File: src/rtl/spart_pkg.sv
// Shared types and defaults for the SPART receive controller.
package spart_pkg;

  localparam int unsigned DEF_FIFO_DEPTH = 4;
  localparam int unsigned DEF_BIT_PULSES = 10;
  localparam int unsigned DIV_W          = 16;
  localparam int unsigned DATA_W         = 8;

  typedef enum logic {
    IDLE     = 1'b0,
    SAMPLING = 1'b1
  } baud_state_e;

  // A bit period shorter than two clocks cannot place a mid-bit sample.
  function automatic logic [DIV_W-1:0] eff_divisor(input logic [DIV_W-1:0] div);
    return (div < DIV_W'(2)) ? DIV_W'(2) : div;
  endfunction

endpackage

File: src/rtl/spart_rx_ctrl_if.sv
// Receiver-side and consumer-side signals of the SPART receive controller.
interface spart_rx_ctrl_if
  import spart_pkg::*;
#(
  parameter int unsigned FIFO_DEPTH = DEF_FIFO_DEPTH
);
  localparam int unsigned CW = $clog2(FIFO_DEPTH) + 1;

  logic [DIV_W-1:0]  divisor;
  logic              receive_start;
  logic              rda;
  logic [DATA_W-1:0] receive_line;
  logic              receive_baud;
  logic              receive_read_en;
  logic              rd_en;
  logic [DATA_W-1:0] rd_data;
  logic              rx_valid;
  logic [CW-1:0]     rx_count;
  logic              overrun;
  logic              clr_overrun;

  modport slave (
    input  divisor, receive_start, rda, receive_line, rd_en, clr_overrun,
    output receive_baud, receive_read_en, rd_data, rx_valid, rx_count, overrun
  );

  modport master (
    output divisor, receive_start, rda, receive_line, rd_en, clr_overrun,
    input  receive_baud, receive_read_en, rd_data, rx_valid, rx_count, overrun
  );

endinterface

File: src/rtl/spart_rx_fifo.sv
// Show-ahead receive byte FIFO; pointers carry an extra wrap bit to tell full from empty.
module spart_rx_fifo
  import spart_pkg::*;
#(
  parameter int unsigned DEPTH = DEF_FIFO_DEPTH
) (
  input  logic                          clk,
  input  logic                          rst_n,
  input  logic                          push,
  input  logic [DATA_W-1:0]             push_data,
  input  logic                          pop,
  output logic [DATA_W-1:0]             head,
  output logic                          valid,
  output logic [$clog2(DEPTH):0]        count,
  output logic                          full_c
);
  localparam int unsigned AW = $clog2(DEPTH);
  localparam int unsigned CW = AW + 1;

  logic [CW-1:0]     wr_q, wr_d, rd_q, rd_d, count_q, count_d;
  logic [DATA_W-1:0] mem_q [DEPTH];
  logic [DATA_W-1:0] mem_d [DEPTH];
  logic [DATA_W-1:0] head_q, head_d;
  logic              valid_q, valid_d;
  logic              empty_c, pop_c, push_c;

  assign empty_c = (wr_q == rd_q);
  assign full_c  = (wr_q[AW] != rd_q[AW]) && (wr_q[AW-1:0] == rd_q[AW-1:0]);
  assign pop_c   = pop & ~empty_c;
  assign push_c  = push & (~full_c | pop_c);

  // Head register looks at the post-update storage so it is valid the cycle after any push/pop.
  always_comb begin
    mem_d = mem_q;
    wr_d  = wr_q;
    rd_d  = rd_q;
    if (push_c) begin
      mem_d[wr_q[AW-1:0]] = push_data;
      wr_d                = wr_q + CW'(1);
    end
    if (pop_c) begin
      rd_d = rd_q + CW'(1);
    end
    count_d = wr_d - rd_d;
    valid_d = (wr_d != rd_d);
    head_d  = mem_d[rd_d[AW-1:0]];
  end

  always_ff @(posedge clk or negedge rst_n) begin
    if (!rst_n) begin
      wr_q    <= '0;
      rd_q    <= '0;
      count_q <= '0;
      valid_q <= 1'b0;
      head_q  <= '0;
    end else begin
      wr_q    <= wr_d;
      rd_q    <= rd_d;
      count_q <= count_d;
      valid_q <= valid_d;
      head_q  <= head_d;
    end
  end

  always_ff @(posedge clk) begin
    mem_q <= mem_d;
  end

  assign head  = head_q;
  assign valid = valid_q;
  assign count = count_q;

endmodule

File: src/rtl/spart_rx_ctrl.sv
// SPART receive controller: baud pulse generator for the receiver and a byte drain into a FIFO.
module spart_rx_ctrl
  import spart_pkg::*;
#(
  parameter int unsigned FIFO_DEPTH = DEF_FIFO_DEPTH,
  parameter int unsigned BIT_PULSES = DEF_BIT_PULSES
) (
  input  logic           clk,
  input  logic           rst_n,
  spart_rx_ctrl_if.slave bus
);
  localparam int unsigned CW = $clog2(FIFO_DEPTH) + 1;
  localparam int unsigned PW = $clog2(BIT_PULSES + 1);

  baud_state_e       state_q, state_d;
  logic [DIV_W-1:0]  div_q, div_d, cnt_q, cnt_d, eff_div_c;
  logic [PW-1:0]     pulses_q, pulses_d;
  logic              baud_q, baud_d;
  logic              read_en_q, read_en_d;
  logic              overrun_q, overrun_d;
  logic              drain_c, drop_c, full_c;
  logic [DATA_W-1:0] fifo_head;
  logic              fifo_valid;
  logic [CW-1:0]     fifo_count;

  assign eff_div_c = eff_divisor(bus.divisor);

  // The pulse is registered one cycle ahead so receive_baud is high exactly while cnt is zero.
  always_comb begin
    state_d  = state_q;
    div_d    = div_q;
    cnt_d    = cnt_q;
    pulses_d = pulses_q;
    baud_d   = 1'b0;
    unique case (state_q)
      IDLE: begin
        if (bus.receive_start) begin
          div_d    = eff_div_c;
          cnt_d    = eff_div_c >> 1;
          pulses_d = PW'(BIT_PULSES);
          state_d  = SAMPLING;
        end
      end
      SAMPLING: begin
        baud_d = (cnt_q == DIV_W'(1));
        if (cnt_q == '0) begin
          cnt_d    = div_q - DIV_W'(1);
          pulses_d = pulses_q - PW'(1);
          if (pulses_q == PW'(1)) begin
            state_d = IDLE;
          end
        end else begin
          cnt_d = cnt_q - DIV_W'(1);
        end
      end
      default: state_d = IDLE;
    endcase
  end

  // A full FIFO still accepts the byte when the consumer pops in the same cycle.
  assign drain_c = bus.rda & ~read_en_q;
  assign drop_c  = drain_c & full_c & ~bus.rd_en;

  always_comb begin
    read_en_d = drain_c;
    overrun_d = drop_c | (overrun_q & ~bus.clr_overrun);
  end

  always_ff @(posedge clk or negedge rst_n) begin
    if (!rst_n) begin
      state_q   <= IDLE;
      div_q     <= '0;
      cnt_q     <= '0;
      pulses_q  <= '0;
      baud_q    <= 1'b0;
      read_en_q <= 1'b0;
      overrun_q <= 1'b0;
    end else begin
      state_q   <= state_d;
      div_q     <= div_d;
      cnt_q     <= cnt_d;
      pulses_q  <= pulses_d;
      baud_q    <= baud_d;
      read_en_q <= read_en_d;
      overrun_q <= overrun_d;
    end
  end

  spart_rx_fifo #(
    .DEPTH(FIFO_DEPTH)
  ) u_fifo (
    .clk       (clk),
    .rst_n     (rst_n),
    .push      (drain_c & ~drop_c),
    .push_data (bus.receive_line),
    .pop       (bus.rd_en),
    .head      (fifo_head),
    .valid     (fifo_valid),
    .count     (fifo_count),
    .full_c    (full_c)
  );

  assign bus.receive_baud    = baud_q;
  assign bus.receive_read_en = read_en_q;
  assign bus.overrun         = overrun_q;
  assign bus.rd_data         = fifo_head;
  assign bus.rx_valid        = fifo_valid;
  assign bus.rx_count        = fifo_count;

endmodule

File: src/flat_wrapper.sv
// flat-port wrapper written by rule: the top's interface ports become plain ports
module spart_rx_ctrl_flat import spart_pkg::*;
#(
  parameter int unsigned FIFO_DEPTH = DEF_FIFO_DEPTH,
  parameter int unsigned BIT_PULSES = DEF_BIT_PULSES
)
  (clk, rst_n, bus_divisor, bus_receive_start, bus_rda, bus_receive_line, bus_rd_en, bus_clr_overrun, bus_receive_baud, bus_receive_read_en, bus_rd_data, bus_rx_valid, bus_rx_count, bus_overrun);
  spart_rx_ctrl_if #(.FIFO_DEPTH(FIFO_DEPTH)) bus_i ();
  input  logic clk;
  input  logic rst_n;
  input wire logic [$bits(bus_i.divisor)-1:0] bus_divisor;
  input wire logic [$bits(bus_i.receive_start)-1:0] bus_receive_start;
  input wire logic [$bits(bus_i.rda)-1:0] bus_rda;
  input wire logic [$bits(bus_i.receive_line)-1:0] bus_receive_line;
  input wire logic [$bits(bus_i.rd_en)-1:0] bus_rd_en;
  input wire logic [$bits(bus_i.clr_overrun)-1:0] bus_clr_overrun;
  output wire logic [$bits(bus_i.receive_baud)-1:0] bus_receive_baud;
  output wire logic [$bits(bus_i.receive_read_en)-1:0] bus_receive_read_en;
  output wire logic [$bits(bus_i.rd_data)-1:0] bus_rd_data;
  output wire logic [$bits(bus_i.rx_valid)-1:0] bus_rx_valid;
  output wire logic [$bits(bus_i.rx_count)-1:0] bus_rx_count;
  output wire logic [$bits(bus_i.overrun)-1:0] bus_overrun;
  assign bus_i.divisor = bus_divisor;
  assign bus_i.receive_start = bus_receive_start;
  assign bus_i.rda = bus_rda;
  assign bus_i.receive_line = bus_receive_line;
  assign bus_i.rd_en = bus_rd_en;
  assign bus_i.clr_overrun = bus_clr_overrun;
  assign bus_receive_baud = bus_i.receive_baud;
  assign bus_receive_read_en = bus_i.receive_read_en;
  assign bus_rd_data = bus_i.rd_data;
  assign bus_rx_valid = bus_i.rx_valid;
  assign bus_rx_count = bus_i.rx_count;
  assign bus_overrun = bus_i.overrun;
  spart_rx_ctrl #(.FIFO_DEPTH(FIFO_DEPTH), .BIT_PULSES(BIT_PULSES)) u_core (.clk(clk), .rst_n(rst_n), .bus(bus_i));
endmodule
File: config.mk
export PLATFORM = sky130hd
export DESIGN_NAME = spart_rx_ctrl_flat
export DESIGN_NICKNAME = d
export VERILOG_FILES = /design/src/rtl/spart_pkg.sv /design/src/rtl/spart_rx_ctrl_if.sv /design/src/rtl/spart_rx_fifo.sv /design/src/rtl/spart_rx_ctrl.sv /design/src/flat_wrapper.sv
export SDC_FILE = /design/constraint.sdc
export NUM_CORES = 1
export LEC_CHECK = 0
export CORE_ASPECT_RATIO = 0.6
export CORE_MARGIN = 1.5
export CORE_UTILIZATION = 57
export DETAILED_ROUTE_END_ITERATION = 7
export HOLD_SLACK_MARGIN = 0.03
export MAX_ROUTING_LAYER = met4
export PLACE_DENSITY = 0.84
export SYNTH_ARGS = -nofsm -noshare
export SYNTH_HDL_FRONTEND = slang
export SYNTH_SLANG_ARGS = --single-unit
export TNS_END_PERCENT = 50
File: constraint.sdc
create_clock -name clk -period 2.6 [get_ports clk]
set_clock_uncertainty 0.05 [all_clocks]
set_input_delay 0.78 -clock clk [delete_from_list [all_inputs] [get_ports clk]]
set_output_delay 0.78 -clock clk [all_outputs]
set_load 0.02 [all_outputs]
# Word-level counts from Yosys, hierarchy flattened
# Cells that the tools add are included.
[word_totals] inputBits=30 register_bits=90 word_cells=78 out_inout_bits=15
[op_classes] n_eq_ne=8 mux=21 reduce_logical=5 add_sub_neg=6 bitwise=18 n_lt_le_gt_ge=4
[ops] cell="2-to-1 mux 16 bit" count=3
[ops] cell="bitwise mux 32 bit" count=1
[ops] cell="2-to-1 mux 32 bit" count=1
[ops] cell="case mux 16 bit (2 select lines)" count=1
[ops] cell="subtractor 16 x 1 -> 16 bit (second input constant)" count=2
[ops] cell="2-to-1 mux 8 bit" count=3
[ops] cell="binary-select mux 8 bit (select 2 bit)" count=1
[ops] cell="demux 8 bit (select 2 bit)" count=1
[ops] cell="== test 16 x 1 -> 1 bit (second input constant)" count=1
[ops] cell="logical NOT 16 bit" count=1
[ops] cell="< comparator 16 x 2 -> 1 bit (second input constant)" count=1
[ops] cell="2-to-1 mux 4 bit" count=2
[ops] cell="case mux 4 bit (2 select lines)" count=1
[ops] cell="bitwise AND 1 bit" count=7
[ops] cell="NOT 1 bit" count=7
[ops] cell="adder 3 x 1 -> 3 bit (second input constant)" count=2
[ops] cell=">= comparator 3 bit (second input constant)" count=2
[ops] cell="2-to-1 mux 3 bit" count=2
[ops] cell="NOT 2 -> 3 bit" count=2
[ops] cell="== test 4 x 1 -> 1 bit (second input constant)" count=1
[ops] cell="2-to-1 mux 1 bit" count=4
[ops] cell="inequality test 2 bit (second input constant)" count=2
[ops] cell="AND reduction 2 bit" count=2
[ops] cell="subtractor 4 x 1 -> 4 bit (second input constant)" count=1
[ops] cell="9 further kinds" count=11

# Longest topological paths before layout
[logic_depth] word_depth=11 depth_mapped=7 depth_no_buf=7

# Hierarchy
# A second synthesis with hierarchy kept.
[unflattened] hier_cells=401 area_unflattened_um2=4560.6
[by_module_without_submodules] mod="spart_rx_ctrl" seq_area_each_um2=1001.0 area_per_inst_um2=2493.6 instances=1 cells_per_inst=262
[by_module_without_submodules] mod="spart_rx_fifo" seq_area_each_um2=1091.0 area_per_inst_um2=2067.0 instances=1 cells_per_inst=139

# Worst setup path before layout
# Ideal clock, no wire load.
[synth_timing] path_kind="input -> register" from="input port bus_rda" to="register u_core.u_fifo.head_q[0] (netlist: u_core.u_fifo.head[0])" path_slack_ns=0.201 stages=6 required_ns=2.410 path_buffers=1 setup_time_ns=0.140 arrival_ns=2.209 path_cell_list="nor2b_1 > clkbuf_1 > and2_1 > nand2_2 > mux2_2 > mux4_1"
[synth_rtl] item="start: declaration" line="flat_wrapper.sv:13" text="input wire logic [$bits(bus_i.rda)-1:0] bus_rda;"
[synth_rtl] item="end signal: assignment" line="spart_rx_fifo.sv:55" text="head_q <= '0;"
[synth_rtl] item="end signal: assignment" line="spart_rx_fifo.sv:61" text="head_q <= head_d;"
[synth_rtl] item="end: declaration" line="spart_rx_fifo.sv:23" text="logic [DATA_W-1:0] head_q, head_d;"

==> run metrics <==
MaxCap Viol Count 0; drt pass-1 iters 5; placer congestion estimate 0.942; DRT Wirelength 11.1 mm; NetSw 2.26 mW; top cells by count, synth dfrtp_1, mux2_2, dfxtp_1; worst min path class in2async; antenna violations before repair 0; Routed WL per cell 19.1 um; Global Route Usage Sum 0.290; post_cts resized 0; Lkg Pwr 2.40 nW; Tcrit/Tclk final 0.961; CP bufs+invs 2; delay-heaviest family, CP multiplexers; post-synthesis cell area 0.00448 sq mm; Synth area leaders dfrtp_1, dfxtp_1, mux2_2, xnor2_1, ha_1; EDFF count, synth 0; yosys warns 0; Arr. time, crit path 2.66 ns; antenna viol nets, final 0; Rel. slew slack 0.530; highest clock rate 400 MHz; count leader, synth dfrtp_1; Site Rows 24; status completed; CP max FO 8; Via density 6.02; register area share after synthesis 0.467; Slowest-stage cell, CP mux4_1; worst-margin pin slew 0.705 ns; chip width 117 um; Num CTS Buffers 9; CP Capture Type register; core area 0.00742 sq mm; post-synthesis cell type count 61; clk sink count 90; number of global-route vias before repair 3483; syn_nets 432; register area 0.00209 sq mm; Die Height 71.6 um; FFs w/ async S/R, synth 0.644; fin crit period 2.50 ns; Post-CTS Repair Setup Buffers 0; hold_ws 0.390 ns; post-DP HPWL 7.98 mm; CP Class in2reg; Final setup viols 0; Power, Total 6.34 mW; Comb power frac 0.438; Slew Limit Fails 0; area of the multi-input gates 0.00232 sq mm; critical path cell sequence clkdlybuf4s50_1 -> nor2b_1 -> buf_4 -> nand3_4 -> mux2_2 -> mux4_1; RSZ-0062 raised after global routing false; CP required 2.76 ns; Via Count 3499; Final Util 0.757; Ant. Diodes 0; Cell Area, Placed 0.00530 sq mm; CTS tree built; Starting Density 0.604; Main synth FF type dfrtp_1; Peak VDD IR 0.000608 V; CP Launch Type input port; CTS max path bufs 2; nets@finish 516; Mean Syn Cell Area 11.5 sq um; share of total power in sequential cells 0.373; share of post-route cells with drive strength above 1 0.243; Port-buffer cells 44; Root Driver clkbuf_16; Clk Latency, worst-skew pair 0.35 ns; sw frac 0.357; DRC 0; Synth Instances 388; cell-internal power 4.08 mW; post-route setup TNS 0 ns; endpoints failing hold 0; Fill cells 477; area leader, netlist dfrtp_1; CTS H-tree depth 3; first-pass GRT wire length 18.2 mm; Layout Cell Area excl Fill 0.00562 sq mm; power per cell area 1130 mW/mm^2; Overflow after GRT 0; Critical Path Max Stage Delay 0.50 ns; pin count of the biggest net entering global routing 36; clk slew on worst S/H paths 0.07 ns; Clock Power Share 0.190; Die ar. 0.00841 sq mm; top-area cell type share of the netlist area 0.324; cts hold-fix bufs 0; Iter 0 DRT Violations 340; io pins 45; Synth Register Bits 90; Synth-to-Final Area Change 25.5%
-- cells in the final DEF (no fill, tap or decap), types with 7 or more instances in the layout --
cell type | Yosys | final
clkdlybuf4s50_1 | 0 | 43
xor2_1 | 11 | 11
mux2_2 | 39 | 39
clkbuf_16 | 0 | 9
dfxtp_1 | 32 | 32
inv_1 | 16 | 16
nand2_1 | 24 | 24
nor4_1 | 10 | 10
nand3_1 | 11 | 11
o211ai_1 | 8 | 8
xnor2_1 | 20 | 19
buf_4 | 0 | 39
a22o_1 | 7 | 7
mux2i_1 | 8 | 8
nor3_1 | 11 | 11
dfrtp_1 | 58 | 58
o21ai_0 | 12 | 12
ha_1 | 13 | 13
nor2_1 | 15 | 14
-- flip-flops by register name, summed over array words and instances (netlist names) --
| name | count |
|---|---|
| u_core.u_fifo.mem_q | 32 |
| u_core.cnt_q | 16 |
| u_core.div_q | 16 |
| u_core.u_fifo.head | 8 |
| u_core.pulses_q | 4 |
| u_core.u_fifo.count | 3 |
| u_core.u_fifo.rd_q | 3 |
| u_core.u_fifo.wr_q | 3 |
| u_core.bus.overrun | 1 |
| u_core.bus.receive_baud | 1 |
| u_core.bus.receive_read_en | 1 |
| u_core.state_q | 1 |
| u_core.u_fifo.valid | 1 |
-- through the flow --
step                      instances  setup WS [ns]
after floorplan                 388          0.201
after global placement          565         -0.291
after detailed placement        565         -0.330
after CTS                       581         0.0200
after global routing            581        0.00300
final                           581          0.101
-- layer usage --
| metal | up-vias | part of all wire | GRT usage |
|---|---|---|---|
| met5 | - | 0 | - |
| met4 | 0 | 0.016 | 0.0864 |
| met3 | 21 | 0.092 | 0.0780 |
| met2 | 187 | 0.44 | 0.422 |
| met1 | 1690 | 0.46 | 0.402 |
| li1 | 1601 | - | - |
-- path summary, 6_finish.rpt --
path	startpoint	endpoint	slack [ns]	depth (start not counted)
max in group asynchronous	rst_n	u_core.pulses_q[3]	1.71	2
worst max register to register	u_core.u_fifo.wr_q[1]	u_core.u_fifo.head[3]	0.19	5
min in group clk	u_core.u_fifo.mem_q[25]	u_core.u_fifo.mem_q[25]	0.42	1
worst min-delay path	rst_n	u_core.div_q[5]	0.39	2
worst min register to register	u_core.u_fifo.mem_q[25]	u_core.u_fifo.mem_q[25]	0.42	1
worst max-delay path	bus_rda	u_core.u_fifo.head[3]	0.10	6
-- final cells by class --
cell class	count	share of cell area
sequential	90	0.372
multi-input combinational	271	0.413
clock buffer	10	0.0408
timing repair buffer	84	0.133
inverter	16	0.0107
tap	104	0.0232
clock inverter	6	0.00713
-- power groups by stage --
stage               clock network (mW)  registers, mW  logic [mW]
finish                            1.20           2.36        2.77
global route                      1.27           2.43        3.00
CTS                               1.22           2.34        2.70
detailed placement                   0           2.35        2.68
global placement                     0           2.32        2.55
floorplan                            0           2.36        1.75
-- logic make-up (layout without fill, tap and decap cells) --
logic type               after synthesis  count (layout)  synth area share
AO/OA/AOI/OAI                         64              64             0.105
buffers and inverters                 27             116            0.0252
XOR/XNOR                              32              32            0.0643
adder cells (fa/ha/maj)               14              14            0.0408
AND/OR/NAND/NOR                      106             106             0.138
multiplexers                          55              55             0.160
flip-flops                            90              90             0.467
-- worst reg2reg max path, cell delays in order (launching register included) --
cell,delay (ns)
dfrtp_1,0.46
xnor2_1,0.39
nand4_4,0.26
nand3_4,0.24
mux2_2,0.37
mux4_1,0.50
(Power assumes the default switching activity.)
